$ cat src/rtl/depacketizer.sv
// depacketizer: receive side of the three-flit packet link (head, body, tail).
// Pops flits from the flit FIFO one at a time and checks each flit against the
// format expected in the current state. Payloads addressed to this node go out
// through a ready/valid sink. Format errors are reported, and the walker then
// resynchronises on the next valid head.
//
// Ports:
//   clk            rising-edge clock
//   reset          asynchronous active-low reset
//   local_addr     this node's address, sampled when a head is evaluated
//   fifo_empty     flit FIFO empty flag
//   fifo_rd_en     FIFO pop; the flit appears on flit_in the next cycle
//   flit_in        256-bit flit, valid one cycle after fifo_rd_en
//   data_out       delivered 16-bit payload
//   src_out        source address of the delivered payload
//   data_valid     data_out/src_out valid, held until data_ready
//   data_ready     sink ready
//   err_pulse      one-cycle strobe on a format error
//   err_code       last error (01 head, 10 body, 11 tail), held until the next error
//   pkt_ok_count   saturating count of packets delivered and closed by a good tail
//   pkt_drop_count saturating count of packets filtered or aborted
module depacketizer #(
    parameter int unsigned CNT_W = 16
) (
    input  logic             clk,
    input  logic             reset,
    input  logic [7:0]       local_addr,
    input  logic             fifo_empty,
    output logic             fifo_rd_en,
    input  logic [255:0]     flit_in,
    output logic [15:0]      data_out,
    output logic [7:0]       src_out,
    output logic             data_valid,
    input  logic             data_ready,
    output logic             err_pulse,
    output logic [1:0]       err_code,
    output logic [CNT_W-1:0] pkt_ok_count,
    output logic [CNT_W-1:0] pkt_drop_count
);

    typedef enum logic [1:0] {
        S_HEAD,
        S_BODY,
        S_TAIL
    } state_t;

    state_t     state;
    logic       rd_pending;
    logic       drop;
    logic [7:0] src_q;

    logic head_ok;
    logic body_ok;
    logic tail_ok;

    function automatic logic [CNT_W-1:0] sat_inc(input logic [CNT_W-1:0] v);
        return (v == '1) ? v : v + CNT_W'(1);
    endfunction

    always_comb begin
        head_ok = (flit_in[255:248] == 8'h00) && (flit_in[231:0] == '0);
        body_ok = 1'b1;
        for (int unsigned i = 1; i < 16; i++) begin
            if (flit_in[16*i +: 16] != flit_in[15:0]) begin
                body_ok = 1'b0;
            end
        end
        tail_ok = (flit_in == {240'b0, 16'hFFFF});
    end

    // Combinational so a pop can be issued in the very cycle the sink handshakes.
    // Gated by reset so the output reads 0 while reset is held.
    assign fifo_rd_en = reset && !fifo_empty && !rd_pending && (!data_valid || data_ready);

    always_ff @(posedge clk or negedge reset) begin
        if (!reset) begin
            state          <= S_HEAD;
            rd_pending     <= 1'b0;
            drop           <= 1'b0;
            src_q          <= '0;
            data_out       <= '0;
            src_out        <= '0;
            data_valid     <= 1'b0;
            err_pulse      <= 1'b0;
            err_code       <= 2'b00;
            pkt_ok_count   <= '0;
            pkt_drop_count <= '0;
        end else begin
            rd_pending <= fifo_rd_en;
            err_pulse  <= 1'b0;

            if (data_valid && data_ready) begin
                data_valid <= 1'b0;
            end

            // rd_pending marks the cycle in which flit_in carries the popped flit.
            if (rd_pending) begin
                case (state)
                    S_HEAD: begin
                        if (head_ok) begin
                            src_q <= flit_in[247:240];
                            drop  <= (flit_in[239:232] != local_addr);
                            state <= S_BODY;
                        end else begin
                            err_pulse <= 1'b1;
                            err_code  <= 2'b01;
                        end
                    end
                    S_BODY: begin
                        if (body_ok) begin
                            if (!drop) begin
                                data_out   <= flit_in[15:0];
                                src_out    <= src_q;
                                data_valid <= 1'b1;
                            end
                            state <= S_TAIL;
                        end else begin
                            err_pulse      <= 1'b1;
                            err_code       <= 2'b10;
                            pkt_drop_count <= sat_inc(pkt_drop_count);
                            drop           <= 1'b0;
                            state          <= S_HEAD;
                        end
                    end
                    S_TAIL: begin
                        if (tail_ok) begin
                            if (drop) begin
                                pkt_drop_count <= sat_inc(pkt_drop_count);
                            end else begin
                                pkt_ok_count <= sat_inc(pkt_ok_count);
                            end
                        end else begin
                            err_pulse      <= 1'b1;
                            err_code       <= 2'b11;
                            pkt_drop_count <= sat_inc(pkt_drop_count);
                        end
                        drop  <= 1'b0;
                        state <= S_HEAD;
                    end
                    default: begin
                        drop  <= 1'b0;
                        state <= S_HEAD;
                    end
                endcase
            end
        end
    end

endmodule

$ cat config.mk
export PLATFORM = sky130hd
export DESIGN_NAME = depacketizer
export DESIGN_NICKNAME = d
export VERILOG_FILES = /design/src/rtl/depacketizer.sv
export SDC_FILE = /design/constraint.sdc
export NUM_CORES = 1
export LEC_CHECK = 0
export ABC_AREA = 1
export CORE_AREA = 2 2 128 130
export DETAILED_ROUTE_END_ITERATION = 12
export DIE_AREA = 0 0 130 132
export DONT_BUFFER_PORTS = 1
export PLACE_DENSITY = 0.83
export SYNTH_ARGS = -nofsm -noshare
export SYNTH_HDL_FRONTEND = slang
export SYNTH_SLANG_ARGS = --single-unit
export TNS_END_PERCENT = 10
$ cat constraint.sdc
create_clock -name clk -period 1.9 [get_ports clk]
set_clock_uncertainty 0.05 [all_clocks]
set_input_delay 0.285 -clock clk [delete_from_list [all_inputs] [get_ports clk]]
set_output_delay 0.285 -clock clk [all_outputs]
set_load 0.03 [all_outputs]
==> results.sh <==
export IMPL_r2r_start="pkt_ok_count[1]"
export IMPL_dp_hpwl_mm=31.5
export IMPL_cpMaxStageDelayCell="dfrtp_2"
export IMPL_finalSetupViolCount=33
export IMPL_ys_warn_count=0
export IMPL_ir_worst_vdd_uv=560
export IMPL_dpl_cell_area_um2=9380
export IMPL_ctsLongestPathBuffers=2
export IMPL_r2r_cells=12
export IMPL_postCtsHoldBufs=1
export IMPL_num_rows=46
export IMPL_synth_area_top_cells="nand2_1 (26%), dfrtp_1 (22%), nor2_1 (13%), inv_1 (7.8%), xor2_1 (5.3%)"
export IMPL_p_per_area_nw_per_um2=432
export IMPL_overflow=0
export IMPL_h_tree_depth=3
export IMPL_grtUsageTotal=0.443
export IMPL_drtPass1Iterations=10
export IMPL_slowest_delay_ps=400
export IMPL_crit_required_ps=2090
export IMPL_vias=10942
export IMPL_synth_top_area_frac=0.265
export IMPL_finalCritPeriodShare=1.09
export IMPL_ys_ff_latch=72
export IMPL_antenna_left=0
export IMPL_cp_depth=12
export IMPL_endpoint="pkt_ok_count[3]"
export IMPL_outcome="finished with violations"
export IMPL_cp_arrival_ps=2260
export IMPL_gp_congestion=1.07
export IMPL_end_kind="flip-flop"
export IMPL_synth_top_area_cell="nand2_1"
export IMPL_ff2ff_setup_slack_ps=-170
export IMPL_core_area_um2=15700
export IMPL_insertion_delay_ps=340
export IMPL_crit_buf_inv=3
export IMPL_timing_final_ws_setup_ps=-170
export IMPL_worstMarginPinSlew_ps=602
export IMPL_io_pins=329
export IMPL_area_growth_pct=24.5
export IMPL_path_delay_family="simple AND/OR/NAND/NOR gates"
export IMPL_p_leak_nw=5.40
export IMPL_antenna_found_initial=1
export IMPL_drc=0
export IMPL_clkSinkCount=72
export IMPL_clk_pin_slew_ps=60
export IMPL_stdcell_area_um2=10300
export IMPL_drive_above_1_share=0.180
export IMPL_startpoint="pkt_ok_count[1]"
export IMPL_reg2reg_to="pkt_ok_count[3]"
export IMPL_netlist_cell_type_count=33
export IMPL_chipWidth_um=130
export IMPL_nets=1897
export IMPL_synth_edf_count=0
export IMPL_async_flop_share=1.00
export IMPL_start_util=0.529
export IMPL_whs_ps=-418
export IMPL_synth_ff_type="dfrtp_1"
export IMPL_min_period_ps=2070
export IMPL_slew_violations=0
export IMPL_root_buffer="clkbuf_16"
export IMPL_drt_iter0_drc=1432
export IMPL_wirelength_mm=43.6
export IMPL_dieArea_um2=17200
export IMPL_grt_pass1_wl_mm=56.1
export IMPL_critPathKind="reg -> reg"
export IMPL_netlist_instances=1506
export IMPL_startpoint_type="flip-flop"
export IMPL_routedWlPerCell_um=23.7
export IMPL_final_core_util=0.658
export IMPL_fmax_ghz=0.483
export IMPL_cap_violations=0
export IMPL_ys_seq_area_frac=0.217
export IMPL_cts_inserted_buffers=9
export IMPL_critPathMaxFanout=6
export IMPL_worstPathCellList="ha_4, inv_4, nor3_4, nand3_2, inv_2, nand2_4, nor2_4, nand3_2, nand3_4, buf_12, nor2_4, xor2_2"
export IMPL_finalHoldViolCount=72
export IMPL_port_buffer_count=0
export IMPL_syn_area_um2=8300
export IMPL_die_h_um=132
export IMPL_hold_path_class="in -> async"
export IMPL_max_slew_margin_rel=0.598
export IMPL_grt_max_degree=74
export IMPL_total_power_w=0.00447
export IMPL_vias_per_cell=5.93
export IMPL_syn_area_per_cell_um2=5.51
export IMPL_rsz0062_at_grt="true"
export IMPL_grt_pass1_vias=9745
export IMPL_cts_tree="yes"
export IMPL_violations="hold timing, setup timing"
export IMPL_syn_nets=1781
-- kinds of logic (layout without fill, tap and decap cells) --
logic type,count (synthesis),after routing,share of synthesized area
buffers and inverters,233,354,0.128
and+or+nand+nor,996,996,0.481
xor gates and xnor gates,79,79,0.0833
other,0,1,0
adders and majority gates,7,7,0.0105
DFF,72,72,0.217
AOI/OAI and AO/OA,119,119,0.0809
-- layout by cell type, fill, tap and decap left out, types with 7 or more instances in the layout --
cell       netlist  final
nand3_1         66     58
o21ai_0         52     49
inv_4            0     11
buf_12           0     10
nor2_2           7     17
xor2_1          50     48
nor2_1         283    263
a21oi_1          7      7
xnor2_1         29     28
inv_2           14      9
nand2_1        586    556
nand4_1         25     25
clkbuf_16        0     12
nand2_4          1      7
nor2_4           2     12
inv_1          173    167
nand2_2          0     24
nor3_1          17     10
o21ai_2         16     17
buf_4           17    130
o21ai_1         39     41
dfrtp_1         72     67
-- what timing repair did --
item                                    CTS  global route
gates cloned                              0             3
endpoints found under the setup margin   10            67
buffers inserted                          4            10
endpoints found under the hold margin    73            72
gates resized for setup                  15           110
pin swaps                                 5            47
-- power by group --
part	total [W]	internal [W]	switching (W)
Clock	0.00184	0.00116	0.000686
Combinational	0.00107	0.000444	0.000624
Sequential	0.00156	0.00154	0.0000162
Total	0.00447	0.00314	0.00133
-- per-layer routing --
| layer | global-route usage | wire, um |
|---|---|---|
| met5 | 0 | 71 |
| met1 | 0.488 | 14000 |
| met4 | 0.312 | 4250 |
| met2 | 0.743 | 19900 |
| met3 | 0.103 | 5450 |
-- worst register-to-register path: stages, from the launching register on --
cell,delay (ps)
dfrtp_2,400
ha_4,150
inv_4,70
nor3_4,220
nand3_2,130
inv_2,110
nand2_4,80
nor2_4,130
nand3_2,90
nand3_4,130
buf_12,150
nor2_4,50
xor2_2,210
-- Yosys cell counts (16+ instances only) --
| library cell | n |
|---|---|
| buf_4 | 17 |
| dfrtp_1 | 72 |
| inv_1 | 173 |
| nand2_1 | 586 |
| nand3_1 | 66 |
| nand4_1 | 25 |
| nor2_1 | 283 |
| nor3_1 | 17 |
| o21ai_0 | 52 |
| o21ai_1 | 39 |
| o21ai_2 | 16 |
| xnor2_1 | 29 |
| xor2_1 | 50 |
-- registers in the layout, indices dropped and copies added (netlist names) --
signal          count
data_out           16
data_valid          1
drop                1
err_code            2
err_pulse           1
pkt_drop_count     16
pkt_ok_count       16
rd_pending          1
src_out             8
src_q               8
state               2
-- how the worst min path moves through the flow --
stage	end	slack, ps
final	pkt_ok_count[7]	-420
after global routing	pkt_ok_count[7]	-430
after CTS	pkt_ok_count[14]	-420
after detailed placement	pkt_ok_count[0]	-60
after global placement	pkt_ok_count[9]	-60
after floorplan	data_out[0]	-60
-- layout make-up --
cell class,count,area [um2]
Antenna cell,1,2.50
Clock buffer,10,229
Clock inverter,6,91.3
Fill cell,1385,5380
Inverter,188,734
Multi-Input combinational cell,1201,5870
Sequential cell,72,1810
Tap cell,216,270
Timing Repair Buffer,150,1330
-- metrics by stage --
| step | cells | hold slack [ps] | TNS, ps | setup WS [ps] |
|---|---|---|---|---|
| after floorplan | 1506 | -60.6 | -2940 | -96.5 |
| after global routing | 1843 | -426 | -6390 | -357 |
| final | 1844 | -418 | -2620 | -170 |
| after detailed placement | 1809 | -59.1 | -17170 | -336 |
| after global placement | 1809 | -59.2 | -14810 | -286 |
| after CTS | 1830 | -423 | -24.8 | -9.10 |
Note: power is estimated with default switching activity, not from simulation.
